## src/rtl/ili9488_bus_decoder.sv

```systemverilog
`default_nettype none
// ============================================================================
// Module      : ili9488_bus_decoder
// Description : Display-side decoder for the 8-bit ILI9488 write bus.
//               Decodes command/parameter bytes, tracks the CASET/PASET
//               address window and assembles RGB565 pixels from RAMWR data,
//               reporting each pixel with its x/y position plus a
//               frame-completion pulse on the last pixel of the window.
// Ports       : clk, rst_n (async, active low)
//               data_in[7:0], send_data, data_command, disp_cs : bus input
//               cmd_valid, cmd_byte[7:0]                       : command out
//               col_start/col_end/page_start/page_end[8:0]     : window
//               pixel_valid, pixel_data[15:0], pixel_x/y[8:0]  : pixels
//               frame_done, proto_err (sticky)                 : status
// Revision    : 1.0 - initial release
// ============================================================================
module ili9488_bus_decoder #(
  parameter int H_RES = 320,
  parameter int V_RES = 480
) (
  input  logic        clk,
  input  logic        rst_n,
  input  logic [7:0]  data_in,
  input  logic        send_data,
  input  logic        data_command,
  input  logic        disp_cs,
  output logic        cmd_valid,
  output logic [7:0]  cmd_byte,
  output logic [8:0]  col_start,
  output logic [8:0]  col_end,
  output logic [8:0]  page_start,
  output logic [8:0]  page_end,
  output logic        pixel_valid,
  output logic [15:0] pixel_data,
  output logic [8:0]  pixel_x,
  output logic [8:0]  pixel_y,
  output logic        frame_done,
  output logic        proto_err
);

  localparam logic [8:0]  c_col_last = 9'(H_RES - 1);
  localparam logic [8:0]  c_page_last = 9'(V_RES - 1);
  localparam logic [15:0] c_col_lim = 16'(H_RES);
  localparam logic [15:0] c_page_lim = 16'(V_RES);

  localparam logic [7:0] c_cmd_caset = 8'h2A;
  localparam logic [7:0] c_cmd_paset = 8'h2B;
  localparam logic [7:0] c_cmd_ramwr = 8'h2C;

  typedef enum logic [2:0] {
    ST_IDLE  = 3'd0,
    ST_CASET = 3'd1,
    ST_PASET = 3'd2,
    ST_RAMWR = 3'd3,
    ST_OTHER = 3'd4
  } state_t;

  state_t      r_state;
  logic [1:0]  r_arg_cnt;     // parameter bytes received for CASET/PASET
  logic [15:0] r_sh_start;    // shadow start (SH,SL)
  logic [7:0]  r_sh_end_hi;   // shadow end high byte (EH)
  logic        r_half_valid;  // high byte of a pixel is pending
  logic [7:0]  r_half;
  // Window snapshot taken at 0x2C; later CASET/PASET do not disturb an
  // ongoing memory write.
  logic [8:0]  r_aw_xs, r_aw_xe, r_aw_ys, r_aw_ye;
  logic [8:0]  r_cur_x, r_cur_y;

  logic [15:0] w_arg_end;
  logic [15:0] w_arg_lim;
  logic        w_arg_ok;
  logic        w_x_last;
  logic        w_y_last;

  always_comb begin
    w_arg_end = {r_sh_end_hi, data_in};
    w_arg_lim = (r_state == ST_CASET) ? c_col_lim : c_page_lim;
    w_arg_ok  = (r_sh_start <= w_arg_end) && (w_arg_end < w_arg_lim);
    w_x_last  = (r_cur_x == r_aw_xe);
    w_y_last  = (r_cur_y == r_aw_ye);
  end

  always_ff @(posedge clk or negedge rst_n) begin
    if (!rst_n) begin
      r_state      <= ST_IDLE;
      r_arg_cnt    <= 2'd0;
      r_sh_start   <= 16'd0;
      r_sh_end_hi  <= 8'd0;
      r_half_valid <= 1'b0;
      r_half       <= 8'd0;
      r_aw_xs      <= 9'd0;
      r_aw_xe      <= c_col_last;
      r_aw_ys      <= 9'd0;
      r_aw_ye      <= c_page_last;
      r_cur_x      <= 9'd0;
      r_cur_y      <= 9'd0;
      cmd_valid    <= 1'b0;
      cmd_byte     <= 8'd0;
      col_start    <= 9'd0;
      col_end      <= c_col_last;
      page_start   <= 9'd0;
      page_end     <= c_page_last;
      pixel_valid  <= 1'b0;
      pixel_data   <= 16'd0;
      pixel_x      <= 9'd0;
      pixel_y      <= 9'd0;
      frame_done   <= 1'b0;
      proto_err    <= 1'b0;
    end else begin
      cmd_valid   <= 1'b0;
      pixel_valid <= 1'b0;
      frame_done  <= 1'b0;

      if (disp_cs) begin
        // Deselect abandons partial transfers silently; state is kept so a
        // memory write resumes once the panel is selected again.
        r_half_valid <= 1'b0;
        r_arg_cnt    <= 2'd0;
      end else if (send_data) begin
        if (!data_command) begin
          cmd_byte     <= data_in;
          cmd_valid    <= 1'b1;
          r_arg_cnt    <= 2'd0;
          r_half_valid <= 1'b0;
          if ((r_state == ST_CASET) || (r_state == ST_PASET) || r_half_valid)
            proto_err <= 1'b1;
          case (data_in)
            c_cmd_caset: r_state <= ST_CASET;
            c_cmd_paset: r_state <= ST_PASET;
            c_cmd_ramwr: begin
              r_state <= ST_RAMWR;
              r_aw_xs <= col_start;
              r_aw_xe <= col_end;
              r_aw_ys <= page_start;
              r_aw_ye <= page_end;
              r_cur_x <= col_start;
              r_cur_y <= page_start;
            end
            default:     r_state <= ST_OTHER;
          endcase
        end else begin
          case (r_state)
            ST_CASET, ST_PASET: begin
              r_arg_cnt <= r_arg_cnt + 2'd1;
              case (r_arg_cnt)
                2'd0: r_sh_start[15:8] <= data_in;
                2'd1: r_sh_start[7:0]  <= data_in;
                2'd2: r_sh_end_hi      <= data_in;
                default: begin
                  r_state <= ST_OTHER;
                  if (!w_arg_ok) begin
                    proto_err <= 1'b1;
                  end else if (r_state == ST_CASET) begin
                    col_start <= r_sh_start[8:0];
                    col_end   <= w_arg_end[8:0];
                  end else begin
                    page_start <= r_sh_start[8:0];
                    page_end   <= w_arg_end[8:0];
                  end
                end
              endcase
            end
            ST_RAMWR: begin
              if (!r_half_valid) begin
                r_half       <= data_in;
                r_half_valid <= 1'b1;
              end else begin
                r_half_valid <= 1'b0;
                pixel_valid  <= 1'b1;
                pixel_data   <= {r_half, data_in};
                pixel_x      <= r_cur_x;
                pixel_y      <= r_cur_y;
                frame_done   <= w_x_last && w_y_last;
                // Raster order inside the window, wrapping back to the
                // top-left corner after the last pixel.
                if (w_x_last) begin
                  r_cur_x <= r_aw_xs;
                  r_cur_y <= w_y_last ? r_aw_ys : (r_cur_y + 9'd1);
                end else begin
                  r_cur_x <= r_cur_x + 9'd1;
                end
              end
            end
            default: ;
          endcase
        end
      end
    end
  end

endmodule
`default_nettype wire

```

## config.mk

```make
export PLATFORM = sky130hd
export DESIGN_NAME = ili9488_bus_decoder
export DESIGN_NICKNAME = d
export VERILOG_FILES = /design/src/rtl/ili9488_bus_decoder.sv
export SDC_FILE = /design/constraint.sdc
export NUM_CORES = 1
export LEC_CHECK = 0
export CAP_MARGIN = 0
export CORE_AREA = 10 10 131 133
export CTS_CLUSTER_SIZE = 8
export DETAILED_ROUTE_END_ITERATION = 8
export DIE_AREA = 0 0 141 143
export DONT_BUFFER_PORTS = 1
export PLACE_DENSITY = 0.77
export REMOVE_ABC_BUFFERS = 1
export SYNTH_ARGS = -nofsm -noshare
export SYNTH_HDL_FRONTEND = slang
export SYNTH_SLANG_ARGS = --single-unit
```

## constraint.sdc

```tcl
create_clock -name clk -period 3 [get_ports clk]
set_input_delay 0.75 -clock clk [delete_from_list [all_inputs] [get_ports clk]]
set_output_delay 0.75 -clock clk [all_outputs]
set_load 0.005 [all_outputs]
```

-- After elaboration in Yosys (flattened, before gate mapping)
Index checks and enable logic that the tools add are counted.
- $add $sub $neg: 3
- $mul: 0
- divide/modulo/power cells: 0
- magnitude comparators: 2
- equality and inequality tests: 18
- shift-type cells: 0
- muxes and demuxes: 43
- bitwise logic cells: 5
- reduce and logical (&&, ||, !) cells: 25
- operators by type and width (cell ; number):
    $mux W9 ; 11
    $reduce_and A5 Y1 ; 6
    $eq A8 B6 Y1 const B ; 3
    $mux W1 ; 23
    $add A9 B1 Y9 const B ; 2
    $eq A9 B9 Y1 ; 2
    $le A16 B16 Y1 ; 1
    $lt A16 B9 Y1 ; 1
    $reduce_and A7 Y1 ; 2
    $reduce_and A6 Y1 ; 2
    $mux W3 ; 3
    $pmux W3 S3 ; 1
    $mux W2 ; 4
    $mux W8 ; 1
    $ne A2 B1 Y1 const B ; 4
    $reduce_and A4 Y1 ; 2
    $eq A3 B2 Y1 const B ; 2
    $ne A3 B1 Y1 const B ; 2
    $reduce_bool A2 Y1 ; 3
    $not A1 Y1 ; 5
    $ne A2 B2 Y1 const B ; 2
    $reduce_and A2 Y1 ; 2
    $eq A3 B1 Y1 const B ; 1
    $reduce_and A3 Y1 ; 1
    other kinds (8) ; 10
- register bits: 174
- latch bits: 0
- memory bits (writable): 0
- bits in read-only memories: 0
- bits of input ports: 13
- output and inout bits: 82
- logic and storage cells: 121
- memories: 0

-- Logic depth before layout (Yosys ltp)
- depth after elaboration: 8
- gate-level depth with buffers: 10

-- Worst setup path after synthesis
No wires, ideal clock.
- path kind: input to register
- start: input port data_in[7]
- end: register page_start[0]
- arrival time: 2.680 ns
- required time: 2.875 ns
- setup slack: 0.195 ns
- stages on the path: 10
- cell sequence: clkbuf_1 > inv_1 > ha_1 > nand2_1 > nor2_1 > nand2_2 > o211a_4 > o2111ai_4 > buf_12 > mux2_4
- longest elaborated chain between the ends: 3
- elaborated cells on any way between the ends: 4
- those cells by class: 2 x order compare; 2 x reduce/logical
- RTL lines (item ; line ; source):
    from (decl) ; 23 ; input logic [7:0] data_in,
    $le A16 B16 Y1 / $lt A16 B9 Y1 (equally long branches) ; 78 ; w_arg_ok = (r_sh_start <= w_arg_end) && (w_arg_end < w_arg_lim);
    $logic_and A1 B1 Y1 * ; 78 ;
    $reduce_and A7 Y1 (no source line) * ; -- ;
    to (signal assigned) ; 157 ; page_start <= r_sh_start[8:0];
    to (decl) ; 31 ; output logic [8:0] page_start,
Every way passes the cells marked *; elsewhere a longest branch is shown, timed or not.
A chain may end at the register's enable or synchronous reset.

-- Worst setup path in the final report
- start: register r_sh_start[13]
- end: register col_start[0]
- longest elaborated chain between the ends: 3
- RTL lines (item ; line ; source):
    from (decl) ; 60 ; logic [15:0] r_sh_start;
    from (signal assigned) ; 146 ; 2'd0: r_sh_start[15:8] <= data_in;
    $le A16 B16 Y1 ; 78 ;
    $logic_and A1 B1 Y1 ; 78 ;
    $reduce_and A7 Y1 (no source line) ; -- ;
    to (signal assigned) ; 154 ; col_start <= r_sh_start[8:0];
    to (decl) ; 29 ; output logic [8:0] col_start,
No other way between the ends.

==> flow_metrics.env <==
export IMPL_layout_setup_ws_ns=0.5317
export IMPL_final_antenna_net_count=0
export IMPL_global_route_wire_length_before_repair_mm=29.76
export IMPL_sequentialPowerShare=0.483
export IMPL_utilization=0.6229
export IMPL_syn_area_um2=8148
export IMPL_grt_start_max_net_pins=175
export IMPL_port_buffers=0
export IMPL_worst_setup_path_start_kind="flop"
export IMPL_coreArea_um2=14420
export IMPL_hold_viol=0
export IMPL_layout_min_cycle_time_ns=2.468
export IMPL_critical_path_arrival_ns=2.78
export IMPL_power_density_of_the_placed_cells_nw_per_um2=576.1
export IMPL_ys_top_cells_by_area="sky130_fd_sc_hd__dfrtp_1 44%, sky130_fd_sc_hd__mux2_2 18%, sky130_fd_sc_hd__dfstp_2 9.7%"
export IMPL_timing_hold_worst_class="primary input to asynchronous set/reset pin"
export IMPL_timing_max_transition_violations_final=0
export IMPL_mostFrequentLayoutCells="144 x sky130_fd_sc_hd__dfrtp_1, 131 x sky130_fd_sc_hd__mux2_2, 46 x sky130_fd_sc_hd__nand2_1, 30 x sky130_fd_sc_hd__dfstp_2, 26 x sky130_fd_sc_hd__inv_1"
export IMPL_grt_pass1_vias=5228
export IMPL_grt_setup_unrepaired="false"
export IMPL_drt_iter0_drc=288
export IMPL_power_static_leakage_nw=4.405
export IMPL_timing_slew_headroom=0.5906
export IMPL_clk_pin_slew_ns=0.06
export IMPL_synth_avg_cell_area_um2=12.77
export IMPL_global_route_overflow_total=0
export IMPL_postCtsSetupBuffers=0
export IMPL_path_max_fanout=18
export IMPL_dpl_worst_slack_ns=0.3550
export IMPL_place_inst=795
export IMPL_ir_worst_vdd_mv=0.3804
export IMPL_grt_use_total=0.1878
export IMPL_syn_instance_count=638
export IMPL_status="complete, no violations"
export IMPL_detail_route_drc_violations=0
export IMPL_tritoncts="built"
export IMPL_async_reset_ff_frac=1.000
export IMPL_detailroute_via_count=4864
export IMPL_final_net_count=669
export IMPL_area_growth_syn_to_layout_pct=10.27
export IMPL_final_min_period_over_clock_period=0.8228
export IMPL_yosys_cell_types_count=57
export IMPL_power_total_w=0.005176
export IMPL_drt_wirelength_per_cell_um=22.58
export IMPL_die_area_um2=20160
export IMPL_layoutNonFillerInstCount=830
export IMPL_cts_root_buffer_cell="sky130_fd_sc_hd__clkbuf_16"
export IMPL_worst_slew_pin_slew_ns=0.6121
export IMPL_drt_total_wl_mm=18.75
export IMPL_tritoncts_num_buffers=17
export IMPL_floorplan_rows=44
export IMPL_initial_core_util=0.5649
export IMPL_h_tree_depth=4
export IMPL_timing_critical_path_to_type="flop"
export IMPL_path_class="flop to flop"
export IMPL_worstSkewPairLatency_ns=0.43
export IMPL_timing_clock_skew_ns=0.004551
export IMPL_yosysWarningCount=0
export IMPL_top_level_pins=95
export IMPL_detailedRoute_firstPassIterationCount=5
export IMPL_weighted_congestion_reported_at_the_end_of_routability_driven_placement=0.8183
export IMPL_ys_ff_latch=174
export IMPL_switching_share=0.2119
export IMPL_layout_cells_most_common="sky130_fd_sc_hd__dfrtp_1"
export IMPL_pwr_share_clk=0.473
export IMPL_die_w_um=141
export IMPL_seq_area_frac_synth=0.5390
export IMPL_synth_flop_cell="sky130_fd_sc_hd__dfrtp_1"
export IMPL_drv_max_cap_violation_count=0
export IMPL_antenna_found_initial=0
export IMPL_drt_met1_wl_mm=7.389
export IMPL_yosys_area_top_type_share=0.4423
export IMPL_worstPathRequired_ns=3.31
export IMPL_vias_per_cell=5.860
export IMPL_intPower_w=0.004079
export IMPL_place_hpwl_mm=12.81
export IMPL_synth_largest_area_cell="sky130_fd_sc_hd__dfrtp_1"
export IMPL_highest_layer="met4"
export IMPL_ctsLongestPathBuffers=2
export IMPL_cts_sink_count=174
export IMPL_fraction_of_final_layout_cells_sized_beyond_drive_strength_1=0.3514
export IMPL_p_comb_frac=0.043
export IMPL_die_h_um=143
export IMPL_report_final_setup_viol=0
export IMPL_met3_wirelength_mm=1.601
export IMPL_diodes=0
export IMPL_clock_fmax_ghz=0.4051
export IMPL_met2RoutedLength_mm=9.491
export IMPL_sw_power_w=0.001097
export IMPL_post_synth_edffs=0
==> metrics by stage <==
step                setup TNS [ns]  hold slack (ns)  cell area (um2)
global placement                 0           0.4616             8292
floorplan                   -47.93           0.4544             7964
global route                     0         0.004371             8985
finish                           0          0.01956             8985
detailed placement               0           0.4613             8292
CTS                              0         0.003937             8955
==> registers in the layout, indices dropped and copies added (netlist names) <==
name          flops
pixel_data       16
pixel_valid       1
col_start         9
r_aw_ye           9
r_cur_y           9
r_aw_xe           9
r_aw_xs           9
r_half_valid      1
pixel_y           9
r_arg_cnt         2
page_end          9
proto_err         1
pixel_x           9
cmd_byte          8
page_start        9
r_cur_x           9
col_end           9
r_sh_start       16
cmd_valid         1
r_aw_ys           9
r_half            8
r_state           3
frame_done        1
r_sh_end_hi       8
==> layout make-up <==
type / instances / area, um2
clock buffers: 20 / 456.7
well taps: 184 / 230.2
flip-flops and latches: 174 / 4392
repair buffers: 12 / 122.6
multi-input cells: 402 / 3480
fillers: 1076 / 5439
inverters: 26 / 97.59
clock inverters: 12 / 206.4
==> worst paths after layout <==
path | from | to | slack [ns] | cells after the start
setup / recovery | r_sh_start[13] | col_start[0] | 0.53 | 8
hold / removal | rst_n | pixel_x[5] | 0.02 | 0
setup reg to reg | r_sh_start[13] | col_start[0] | 0.53 | 8
hold reg to reg | r_aw_xs[8] | r_aw_xs[8] | 0.50 | 1
max in group asynchronous | rst_n | col_start[2] | 1.83 | 1
min in group clk | disp_cs | r_arg_cnt[0] | 0.38 | 1
==> synth_stat cells, types with 2 or more instances <==
cell	n
sky130_fd_sc_hd__o21ai_1	5
sky130_fd_sc_hd__mux2_2	131
sky130_fd_sc_hd__o221ai_1	3
sky130_fd_sc_hd__buf_6	2
sky130_fd_sc_hd__xor2_1	24
sky130_fd_sc_hd__buf_2	11
sky130_fd_sc_hd__nor2_1	20
sky130_fd_sc_hd__o21ai_0	25
sky130_fd_sc_hd__and3_1	5
sky130_fd_sc_hd__nand4_2	2
sky130_fd_sc_hd__mux2_1	2
sky130_fd_sc_hd__buf_1	4
sky130_fd_sc_hd__inv_1	26
sky130_fd_sc_hd__xnor2_1	9
sky130_fd_sc_hd__nand4_1	3
sky130_fd_sc_hd__a21oi_1	18
sky130_fd_sc_hd__nand3_1	11
sky130_fd_sc_hd__nor3_2	2
sky130_fd_sc_hd__a211oi_1	2
sky130_fd_sc_hd__and3b_1	2
sky130_fd_sc_hd__clkbuf_1	17
sky130_fd_sc_hd__mux2_4	10
sky130_fd_sc_hd__ha_1	23
sky130_fd_sc_hd__a31oi_1	2
sky130_fd_sc_hd__nand2_1	46
sky130_fd_sc_hd__nor4_1	2
sky130_fd_sc_hd__nor3_1	10
sky130_fd_sc_hd__dfstp_2	30
sky130_fd_sc_hd__nor3b_1	3
sky130_fd_sc_hd__mux2i_1	17
sky130_fd_sc_hd__dfrtp_1	144
sky130_fd_sc_hd__a2bb2oi_1	2
==> power by group through the flow <==
stage | sequential (W) | combinational [W] | clock (W)
after floorplan | 0.00252 | 0.000170 | 0
after global placement | 0.00254 | 0.000199 | 0
after detailed placement | 0.00254 | 0.000212 | 0
after CTS | 0.00250 | 0.000217 | 0.00249
after global routing | 0.00251 | 0.000248 | 0.00258
final | 0.00250 | 0.000224 | 0.00245
==> per-layer routing <==
layer | track usage | up-vias
li1 | - | 2211
met1 | 0.2166 | 2500
met2 | 0.3135 | 127
met3 | 0.07330 | 26
met4 | 0.06359 | 0
met5 | 0 | -
==> what timing repair did <==
action                    in CTS  in global routing
gates resized for setup        0                  0
hold endpoints to repair       0                  3
hold buffers                   0                  3
==> cells by family (layout without fill, tap and decap cells) <==
| group | Yosys count | in the layout | share of synthesized area |
|---|---|---|---|
| XOR/XNOR | 33 | 33 | 0.03547 |
| flip-flops | 174 | 174 | 0.5390 |
| adder cells (fa/ha/maj) | 23 | 23 | 0.03532 |
| AND/OR/NAND/NOR | 116 | 116 | 0.07509 |
| multiplexers | 160 | 160 | 0.2231 |
| buffers and inverters | 62 | 70 | 0.03455 |
| AO/OA/AOI/OAI | 70 | 70 | 0.05744 |
==> critical path, stage by stage, from the launching register on <==
cell and delay (ns):
sky130_fd_sc_hd__dfrtp_1 0.40, sky130_fd_sc_hd__ha_1 0.32, sky130_fd_sc_hd__nand4_2 0.15, sky130_fd_sc_hd__nor3_2 0.27, sky130_fd_sc_hd__nand2_2 0.13, sky130_fd_sc_hd__o211a_4 0.27
sky130_fd_sc_hd__o211ai_4 0.16, sky130_fd_sc_hd__buf_4 0.28, sky130_fd_sc_hd__mux2_2 0.38
Note: power is estimated with default switching activity, not from simulation.
